<file path="config.mk">
export PLATFORM = sky130hd
export DESIGN_NAME = wb_arb_switch_flat
export DESIGN_NICKNAME = d
export VERILOG_FILES = /design/src/rtl/wb_arb_switch_if.sv /design/src/rtl/wb_arb_switch.sv /design/src/flat_wrapper.sv
export SDC_FILE = /design/constraint.sdc
export NUM_CORES = 1
export LEC_CHECK = 0
export ABC_AREA = 0
export CAP_MARGIN = 0
export CORE_AREA = 10 10 161 163
export CTS_CLUSTER_DIAMETER = 150
export DETAILED_ROUTE_END_ITERATION = 16
export DIE_AREA = 0 0 171 173
export SYNTH_ARGS = -nofsm -noshare
export SYNTH_HDL_FRONTEND = slang
export SYNTH_SLANG_ARGS = --single-unit
export TNS_END_PERCENT = 1
</file>
<file path="constraint.sdc">
create_clock -name clk_i -period 1.99 [get_ports clk_i]
set_input_delay 0.2985 -clock clk_i [delete_from_list [all_inputs] [get_ports clk_i]]
set_output_delay 0.2985 -clock clk_i [all_outputs]
set_load 0.05 [all_outputs]
</file>
<file path="src/rtl/wb_arb_switch_if.sv">
// Master-side and slave-side Wishbone signals of the arbitrating switch.
// The switch uses modport sw; bus masters and slaves attach through master/slave.
interface wb_arb_switch_if #(
    parameter int NMASTERS = 2,
    parameter int NSLAVES  = 4
);
    logic [NMASTERS-1:0][31:0] m_addr;
    logic [NMASTERS-1:0][31:0] m_wdata;
    logic [NMASTERS-1:0][3:0]  m_sel;
    logic [NMASTERS-1:0]       m_we;
    logic [NMASTERS-1:0]       m_cyc;
    logic [NMASTERS-1:0]       m_stb;
    logic [NMASTERS-1:0][2:0]  m_cti;
    logic [NMASTERS-1:0][1:0]  m_bte;
    logic [NMASTERS-1:0][31:0] m_rdata;
    logic [NMASTERS-1:0]       m_ack;
    logic [NMASTERS-1:0]       m_err;

    logic [31:0]               s_addr;
    logic [31:0]               s_wdata;
    logic [3:0]                s_sel;
    logic                      s_we;
    logic [2:0]                s_cti;
    logic [1:0]                s_bte;
    logic [NSLAVES-1:0]        s_cyc;
    logic [NSLAVES-1:0]        s_stb;
    logic [NSLAVES-1:0][31:0]  s_rdata;
    logic [NSLAVES-1:0]        s_ack;
    logic [NSLAVES-1:0]        s_err;

    modport sw (
        input  m_addr, m_wdata, m_sel, m_we, m_cyc, m_stb, m_cti, m_bte,
        output m_rdata, m_ack, m_err,
        output s_addr, s_wdata, s_sel, s_we, s_cti, s_bte, s_cyc, s_stb,
        input  s_rdata, s_ack, s_err
    );

    modport master (
        output m_addr, m_wdata, m_sel, m_we, m_cyc, m_stb, m_cti, m_bte,
        input  m_rdata, m_ack, m_err
    );

    modport slave (
        input  s_addr, s_wdata, s_sel, s_we, s_cti, s_bte, s_cyc, s_stb,
        output s_rdata, s_ack, s_err
    );
endinterface

</file>
<file path="src/rtl/wb_arb_switch.sv">
// Round-robin Wishbone B4 interconnect: N masters, address-decoded slaves,
// decode-error responder and per-transfer watchdog.
module wb_arb_switch #(
    parameter int                    NMASTERS   = 2,
    parameter int                    NSLAVES    = 4,
    parameter logic [NSLAVES*32-1:0] BASE_ADDR  = '0,
    parameter logic [NSLAVES*5-1:0]  ADDR_WIDTH = '0,
    parameter int                    TIMEOUT    = 255
) (
    input  logic        clk_i,
    input  logic        rst_i,
    wb_arb_switch_if.sw bus
);
    localparam int GW = (NMASTERS > 1) ? $clog2(NMASTERS) : 1;
    localparam int SW = (NSLAVES > 1) ? $clog2(NSLAVES) : 1;
    localparam int CW = $clog2(TIMEOUT + 1);

    typedef enum logic {IDLE, BUSY} state_t;

    state_t        state_q, state_d;
    logic [GW-1:0] grant_q, grant_d;
    logic [GW-1:0] last_q, last_d;
    logic          derr_q, derr_d;
    logic          wderr_q, wderr_d;
    logic [CW-1:0] wd_cnt_q, wd_cnt_d;

    logic          busy, cyc_g, stb_g;
    logic [31:0]   addr_g;
    logic          hit;
    logic [SW-1:0] slv_idx;
    logic          slv_ack, slv_err;
    logic [31:0]   slv_rdata;
    logic          fwd_ack, fwd_err;
    logic [GW-1:0] rr_pick;

    wire  [NSLAVES-1:0]        hit_vec;
    wire  [NSLAVES-1:0]        s_cyc_w;
    wire  [NSLAVES-1:0]        s_stb_w;
    wire  [NMASTERS-1:0]       m_ack_w;
    wire  [NMASTERS-1:0]       m_err_w;
    wire  [NMASTERS-1:0][31:0] m_rdata_w;

    assign busy   = (state_q == BUSY);
    assign cyc_g  = bus.m_cyc[grant_q];
    assign stb_g  = bus.m_stb[grant_q];
    assign addr_g = bus.m_addr[grant_q];

    genvar gi;
    generate
        for (gi = 0; gi < NSLAVES; gi++) begin : g_dec
            localparam logic [31:0] BASE = BASE_ADDR[gi*32 +: 32];
            localparam int          W    = int'(ADDR_WIDTH[gi*5 +: 5]);
            localparam logic [31:0] MASK = 32'hFFFF_FFFF << W;
            assign hit_vec[gi] = ((addr_g ^ BASE) & MASK) == 32'd0;
        end
    endgenerate

    // Overlapping windows resolve to the highest-numbered slave.
    always_comb begin
        slv_idx = '0;
        for (int i = 0; i < NSLAVES; i++) begin
            if (hit_vec[i]) slv_idx = SW'(i);
        end
    end

    assign hit       = |hit_vec;
    assign slv_ack   = hit & bus.s_ack[slv_idx];
    assign slv_err   = hit & bus.s_err[slv_idx];
    assign slv_rdata = hit ? bus.s_rdata[slv_idx] : 32'd0;

    // A slave response landing with the watchdog error is swallowed.
    assign fwd_ack = busy & cyc_g & slv_ack & ~wderr_q & ~derr_q;
    assign fwd_err = busy & cyc_g & (derr_q | wderr_q | (slv_err & ~wderr_q));

    generate
        for (gi = 0; gi < NSLAVES; gi++) begin : g_slv
            logic sel;
            assign sel         = busy & hit & (slv_idx == SW'(gi));
            assign s_cyc_w[gi] = sel & cyc_g;
            assign s_stb_w[gi] = sel & stb_g & ~derr_q & ~wderr_q;
        end
        for (gi = 0; gi < NMASTERS; gi++) begin : g_mst
            logic own;
            assign own           = busy & (grant_q == GW'(gi));
            assign m_ack_w[gi]   = own & fwd_ack;
            assign m_err_w[gi]   = own & fwd_err;
            assign m_rdata_w[gi] = own ? slv_rdata : 32'd0;
        end
    endgenerate

    assign bus.s_cyc   = s_cyc_w;
    assign bus.s_stb   = s_stb_w;
    assign bus.m_ack   = m_ack_w;
    assign bus.m_err   = m_err_w;
    assign bus.m_rdata = m_rdata_w;

    assign bus.s_addr  = busy ? addr_g                   : 32'd0;
    assign bus.s_wdata = busy ? bus.m_wdata[grant_q]     : 32'd0;
    assign bus.s_sel   = busy ? bus.m_sel[grant_q]       : 4'd0;
    assign bus.s_we    = busy & bus.m_we[grant_q];
    assign bus.s_cti   = busy ? bus.m_cti[grant_q]       : 3'd0;
    assign bus.s_bte   = busy ? bus.m_bte[grant_q]       : 2'd0;

    // Scan offsets from far to near so the nearest requester after last_q wins.
    always_comb begin
        rr_pick = last_q;
        for (int k = NMASTERS; k >= 1; k--) begin
            if (bus.m_cyc[(int'(last_q) + k) % NMASTERS])
                rr_pick = GW'((int'(last_q) + k) % NMASTERS);
        end
    end

    always_comb begin
        state_d  = state_q;
        grant_d  = grant_q;
        last_d   = last_q;
        derr_d   = 1'b0;
        wderr_d  = 1'b0;
        wd_cnt_d = '0;
        case (state_q)
            IDLE: begin
                if (|bus.m_cyc) begin
                    state_d = BUSY;
                    grant_d = rr_pick;
                end
            end
            BUSY: begin
                if (!cyc_g) begin
                    state_d = IDLE;
                    last_d  = grant_q;
                end else begin
                    derr_d = stb_g & ~hit & ~derr_q & ~wderr_q;
                    if (fwd_ack | fwd_err) begin
                        wd_cnt_d = '0;
                    end else if (stb_g) begin
                        if (wd_cnt_q == CW'(TIMEOUT)) wderr_d = 1'b1;
                        else wd_cnt_d = wd_cnt_q + 1'b1;
                    end else begin
                        wd_cnt_d = wd_cnt_q;
                    end
                end
            end
            default: state_d = IDLE;
        endcase
    end

    always_ff @(posedge clk_i or posedge rst_i) begin
        if (rst_i) begin
            state_q  <= IDLE;
            grant_q  <= '0;
            last_q   <= GW'(NMASTERS - 1);
            derr_q   <= 1'b0;
            wderr_q  <= 1'b0;
            wd_cnt_q <= '0;
        end else begin
            state_q  <= state_d;
            grant_q  <= grant_d;
            last_q   <= last_d;
            derr_q   <= derr_d;
            wderr_q  <= wderr_d;
            wd_cnt_q <= wd_cnt_d;
        end
    end
endmodule

</file>
<file path="src/flat_wrapper.sv">
// flat-port wrapper written by rule: the top's interface ports become plain ports
module wb_arb_switch_flat 
#(
    parameter int                    NMASTERS   = 2,
    parameter int                    NSLAVES    = 4,
    parameter logic [NSLAVES*32-1:0] BASE_ADDR  = '0,
    parameter logic [NSLAVES*5-1:0]  ADDR_WIDTH = '0,
    parameter int                    TIMEOUT    = 255
)
  (clk_i, rst_i, bus_m_addr, bus_m_wdata, bus_m_sel, bus_m_we, bus_m_cyc, bus_m_stb, bus_m_cti, bus_m_bte, bus_m_rdata, bus_m_ack, bus_m_err, bus_s_addr, bus_s_wdata, bus_s_sel, bus_s_we, bus_s_cti, bus_s_bte, bus_s_cyc, bus_s_stb, bus_s_rdata, bus_s_ack, bus_s_err);
  wb_arb_switch_if #(.NMASTERS(NMASTERS), .NSLAVES(NSLAVES)) bus_i ();
  input  logic clk_i;
  input  logic rst_i;
  input wire logic [$bits(bus_i.m_addr)-1:0] bus_m_addr;
  input wire logic [$bits(bus_i.m_wdata)-1:0] bus_m_wdata;
  input wire logic [$bits(bus_i.m_sel)-1:0] bus_m_sel;
  input wire logic [$bits(bus_i.m_we)-1:0] bus_m_we;
  input wire logic [$bits(bus_i.m_cyc)-1:0] bus_m_cyc;
  input wire logic [$bits(bus_i.m_stb)-1:0] bus_m_stb;
  input wire logic [$bits(bus_i.m_cti)-1:0] bus_m_cti;
  input wire logic [$bits(bus_i.m_bte)-1:0] bus_m_bte;
  output wire logic [$bits(bus_i.m_rdata)-1:0] bus_m_rdata;
  output wire logic [$bits(bus_i.m_ack)-1:0] bus_m_ack;
  output wire logic [$bits(bus_i.m_err)-1:0] bus_m_err;
  output wire logic [$bits(bus_i.s_addr)-1:0] bus_s_addr;
  output wire logic [$bits(bus_i.s_wdata)-1:0] bus_s_wdata;
  output wire logic [$bits(bus_i.s_sel)-1:0] bus_s_sel;
  output wire logic [$bits(bus_i.s_we)-1:0] bus_s_we;
  output wire logic [$bits(bus_i.s_cti)-1:0] bus_s_cti;
  output wire logic [$bits(bus_i.s_bte)-1:0] bus_s_bte;
  output wire logic [$bits(bus_i.s_cyc)-1:0] bus_s_cyc;
  output wire logic [$bits(bus_i.s_stb)-1:0] bus_s_stb;
  input wire logic [$bits(bus_i.s_rdata)-1:0] bus_s_rdata;
  input wire logic [$bits(bus_i.s_ack)-1:0] bus_s_ack;
  input wire logic [$bits(bus_i.s_err)-1:0] bus_s_err;
  assign bus_i.m_addr = bus_m_addr;
  assign bus_i.m_wdata = bus_m_wdata;
  assign bus_i.m_sel = bus_m_sel;
  assign bus_i.m_we = bus_m_we;
  assign bus_i.m_cyc = bus_m_cyc;
  assign bus_i.m_stb = bus_m_stb;
  assign bus_i.m_cti = bus_m_cti;
  assign bus_i.m_bte = bus_m_bte;
  assign bus_m_rdata = bus_i.m_rdata;
  assign bus_m_ack = bus_i.m_ack;
  assign bus_m_err = bus_i.m_err;
  assign bus_s_addr = bus_i.s_addr;
  assign bus_s_wdata = bus_i.s_wdata;
  assign bus_s_sel = bus_i.s_sel;
  assign bus_s_we = bus_i.s_we;
  assign bus_s_cti = bus_i.s_cti;
  assign bus_s_bte = bus_i.s_bte;
  assign bus_s_cyc = bus_i.s_cyc;
  assign bus_s_stb = bus_i.s_stb;
  assign bus_i.s_rdata = bus_s_rdata;
  assign bus_i.s_ack = bus_s_ack;
  assign bus_i.s_err = bus_s_err;
  wb_arb_switch #(.NMASTERS(NMASTERS), .NSLAVES(NSLAVES), .BASE_ADDR(BASE_ADDR), .ADDR_WIDTH(ADDR_WIDTH), .TIMEOUT(TIMEOUT)) u_core (.clk_i(clk_i), .rst_i(rst_i), .bus(bus_i));
endmodule
</file>
==> flow_metrics.env <==
export IMPL_hp_class="input port to asynchronous set/reset pin"
export IMPL_ys_async_sr_fraction=1.00
export IMPL_setup_tns_ps=-18290
export IMPL_mostFrequentLayoutCell="buf_12"
export IMPL_clk_pin_slew_worst_paths_ps=40
export IMPL_syn2layout_area_growth_pct=236
export IMPL_routed_via_density=4.02
export IMPL_core_um2=22600
export IMPL_final_antenna_net_count=0
export IMPL_drt_iter0_markers=148
export IMPL_wl_mm=18.7
export IMPL_path_class="input port to output port"
export IMPL_cp_max_fo=8
export IMPL_syn_avg_cell_area_um2=7.18
export IMPL_ys_seq_area_frac=0.127
export IMPL_holdWs_ps=406
export IMPL_finalCritPeriodShare=1.16
export IMPL_start_kind="input port"
export IMPL_utilization=0.382
export IMPL_rsz0062_at_grt="yes"
export IMPL_met3_usage=0.0544
export IMPL_htree_levels=1
export IMPL_hpwlAfterDp_mm=15.8
export IMPL_gp_congestion=0.828
export IMPL_outcome="finished, violations left"
export IMPL_die_area_um2=29600
export IMPL_gr_total_overflow=0
export IMPL_p_leak_uw=0.00366
export IMPL_yosysWarnings=0
export IMPL_fp_dieW_um=171
export IMPL_cts_tree="done"
export IMPL_drc=0
export IMPL_grtUsageTotal=0.117
export IMPL_drv_slew=0
export IMPL_firstDrtPassIters=4
export IMPL_antenna_cells=0
export IMPL_setup_viol=70
export IMPL_use_met1=0.122
export IMPL_grt_pass1_wl_mm=27.4
export IMPL_endpoint="bus_m_rdata[60]"
export IMPL_grt_max_degree=43
export IMPL_port_buffers=331
export IMPL_cap_viol_max_count=0
export IMPL_reg2regPathDepth=5
export IMPL_netlist_cell_type_count=40
export IMPL_layout_drive_gt1_share=0.474
export IMPL_io_pins=440
export IMPL_critPathLaunch="bus_m_addr[53]"
export IMPL_final_hold_viol_count=0
export IMPL_clk_latency_ps=240
export IMPL_synth_ff_type="dfrtp_1"
export IMPL_first_global_vias=4489
export IMPL_rr_startpoint="u_core.grant_q$_DFFE_PP0P_"
export IMPL_tightest_slew_ps=502
export IMPL_chipHeight_um=173
export IMPL_drt_wirelength_per_cell_um=18.6
export IMPL_fin_crit_ps=2300
export IMPL_placed_cells=988
export IMPL_setup_slack_ps=-313
export IMPL_critical_path_arrival_ps=2000
export IMPL_failed_checks="setup timing"
export IMPL_cts_max_path_buffers=2
export IMPL_num_vias=4053
export IMPL_skew_ps=1.05
export IMPL_r2r_end="u_core.wd_cnt_q[5]$_DFFE_PP0P_"
export IMPL_r2r_slack_ps=300
export IMPL_clock_fmax_ghz=0.434
export IMPL_start_util=0.114
export IMPL_layout_common_cells="157 x buf_12, 123 x clkdlybuf4s50_1, 78 x nor2_1, 76 x mux2i_1, 64 x and2_4"
export IMPL_clock_sinks=13
export IMPL_relSlewSlack=0.665
export IMPL_use_met2=0.207
export IMPL_grt_busiest_layer="met2"
export IMPL_p_per_area_nw_per_um2=714
export IMPL_worstPathRequired_ps=1690
export IMPL_cts_root_buf="clkbuf_16"
export IMPL_critPathCaptureType="output port"
export IMPL_synthCells=357
export IMPL_fin_nets=1015
export IMPL_core_rowCount=55
export IMPL_ir_drop_v=0.000495
export IMPL_synth_edf_count=0
export IMPL_cts_buffers=3
export IMPL_instances_no_fill=1008
export IMPL_antenna_found_initial=0
export IMPL_nFillCells=2220
export IMPL_power_uw=6150
export IMPL_syn_cell_area_um2=2560
export IMPL_ys_ff_latch=13
[cell type report]
class                      count  area, um^2  share of cell area
timing repair buffer         388        5380               0.624
multi-input combinational    315        2460               0.286
tap                          285         357              0.0414
sequential                    13         330              0.0383
clock buffer                   4        78.8             0.00915
inverter                       3        11.3             0.00131
[flip-flops by register name, summed over array words and instances, names as in the netlist]
name / flops
u_core.grant_q: 1
u_core.last_q: 1
u_core.wderr_q: 1
u_core.derr_q: 1
u_core.wd_cnt_q: 8
u_core.busy: 1
[cells by family after synthesis]
family | Yosys count | share of synthesized area
simple gates | 214 | 0.450
other cells | 1 | 0.00146
buf+inv | 34 | 0.0673
compound gates | 11 | 0.0278
mux | 77 | 0.300
flops | 13 | 0.127
xor+xnor | 6 | 0.0205
fa+ha+maj | 1 | 0.00488
[timing repair]
action | CTS | global route
pin swaps | 70 | 8
hold buffers | 0 | 0
endpoints found under the setup margin | 123 | 91
gates resized for setup | 293 | 16
cloned | 6 | 0
buffers inserted | 10 | 2
[synthesized netlist by cell type, types with 2 or more instances]
library cell / count / area (um^2)
a21oi_1: 4 / 20.0
and2_1: 64 / 400
and3_1: 4 / 25.0
and3b_1: 2 / 17.5
buf_1: 2 / 7.51
buf_2: 9 / 45.0
buf_4: 6 / 45.0
clkbuf_1: 10 / 37.5
clkbuf_2: 3 / 15.0
dfrtp_1: 12 / 300
inv_1: 2 / 7.51
mux2i_1: 77 / 771
nand2_1: 12 / 45.0
nand3_1: 3 / 15.0
nand4_1: 5 / 31.3
nor2_1: 86 / 323
nor3_1: 7 / 35.0
nor3b_2: 2 / 25.0
nor4_1: 20 / 125
o21ai_0: 3 / 15.0
xnor2_1: 4 / 35.0
xor2_1: 2 / 17.5
[per-layer routing]
| layer | wire length [um] | vias up |
|---|---|---|
| met2 | 9170 | 266 |
| met5 | 0 | - |
| li1 | - | 1943 |
| met1 | 6730 | 1826 |
| met3 | 2490 | 18 |
| met4 | 305 | 0 |
[critical path, cell delays in order]
cell	delay, ps
clkdlybuf4s15_1	220
nor4_4	310
nand4_1	140
nor2_2	190
and3_4	240
buf_12	110
buf_12	100
buf_8	110
and2_4	150
buf_12	130
[stage by stage]
| step | cell area, um^2 | worst slack, ps |
|---|---|---|
| 2_1_floorplan | 2590 | -96.3 |
| 3_3_place_gp | 7920 | -1030 |
| 3_5_place_dp | 7920 | -1010 |
| 4_1_cts | 8580 | -356 |
| 5_1_grt | 8620 | -443 |
| 6_report | 8620 | -313 |
[worst min-delay path by stage]
stage                     depth (start not counted)                        endpoint                      start  slack, ps
after global routing                              2      u_core.grant_q$_DFFE_PP0P_                      rst_i        460
final                                             2  u_core.wd_cnt_q[4]$_DFFE_PP0P_                      rst_i        410
after CTS                                         2  u_core.wd_cnt_q[4]$_DFFE_PP0P_                      rst_i        430
after global placement                            2       u_core.last_q$_DFFE_PP1P_  u_core.last_q$_DFFE_PP1P_        470
after floorplan                                   1           u_core.busy$_DFF_PP0_                      rst_i        170
after detailed placement                          2       u_core.last_q$_DFFE_PP1P_  u_core.last_q$_DFFE_PP1P_        480
[report_power, final]
| part | internal [uW] | total, uW | switching, uW |
|---|---|---|---|
| combinational | 2520 | 5400 | 2880 |
| sequential | 312 | 381 | 69.6 |
| clock | 270 | 375 | 106 |
Power figures use the tool's default switching activity.
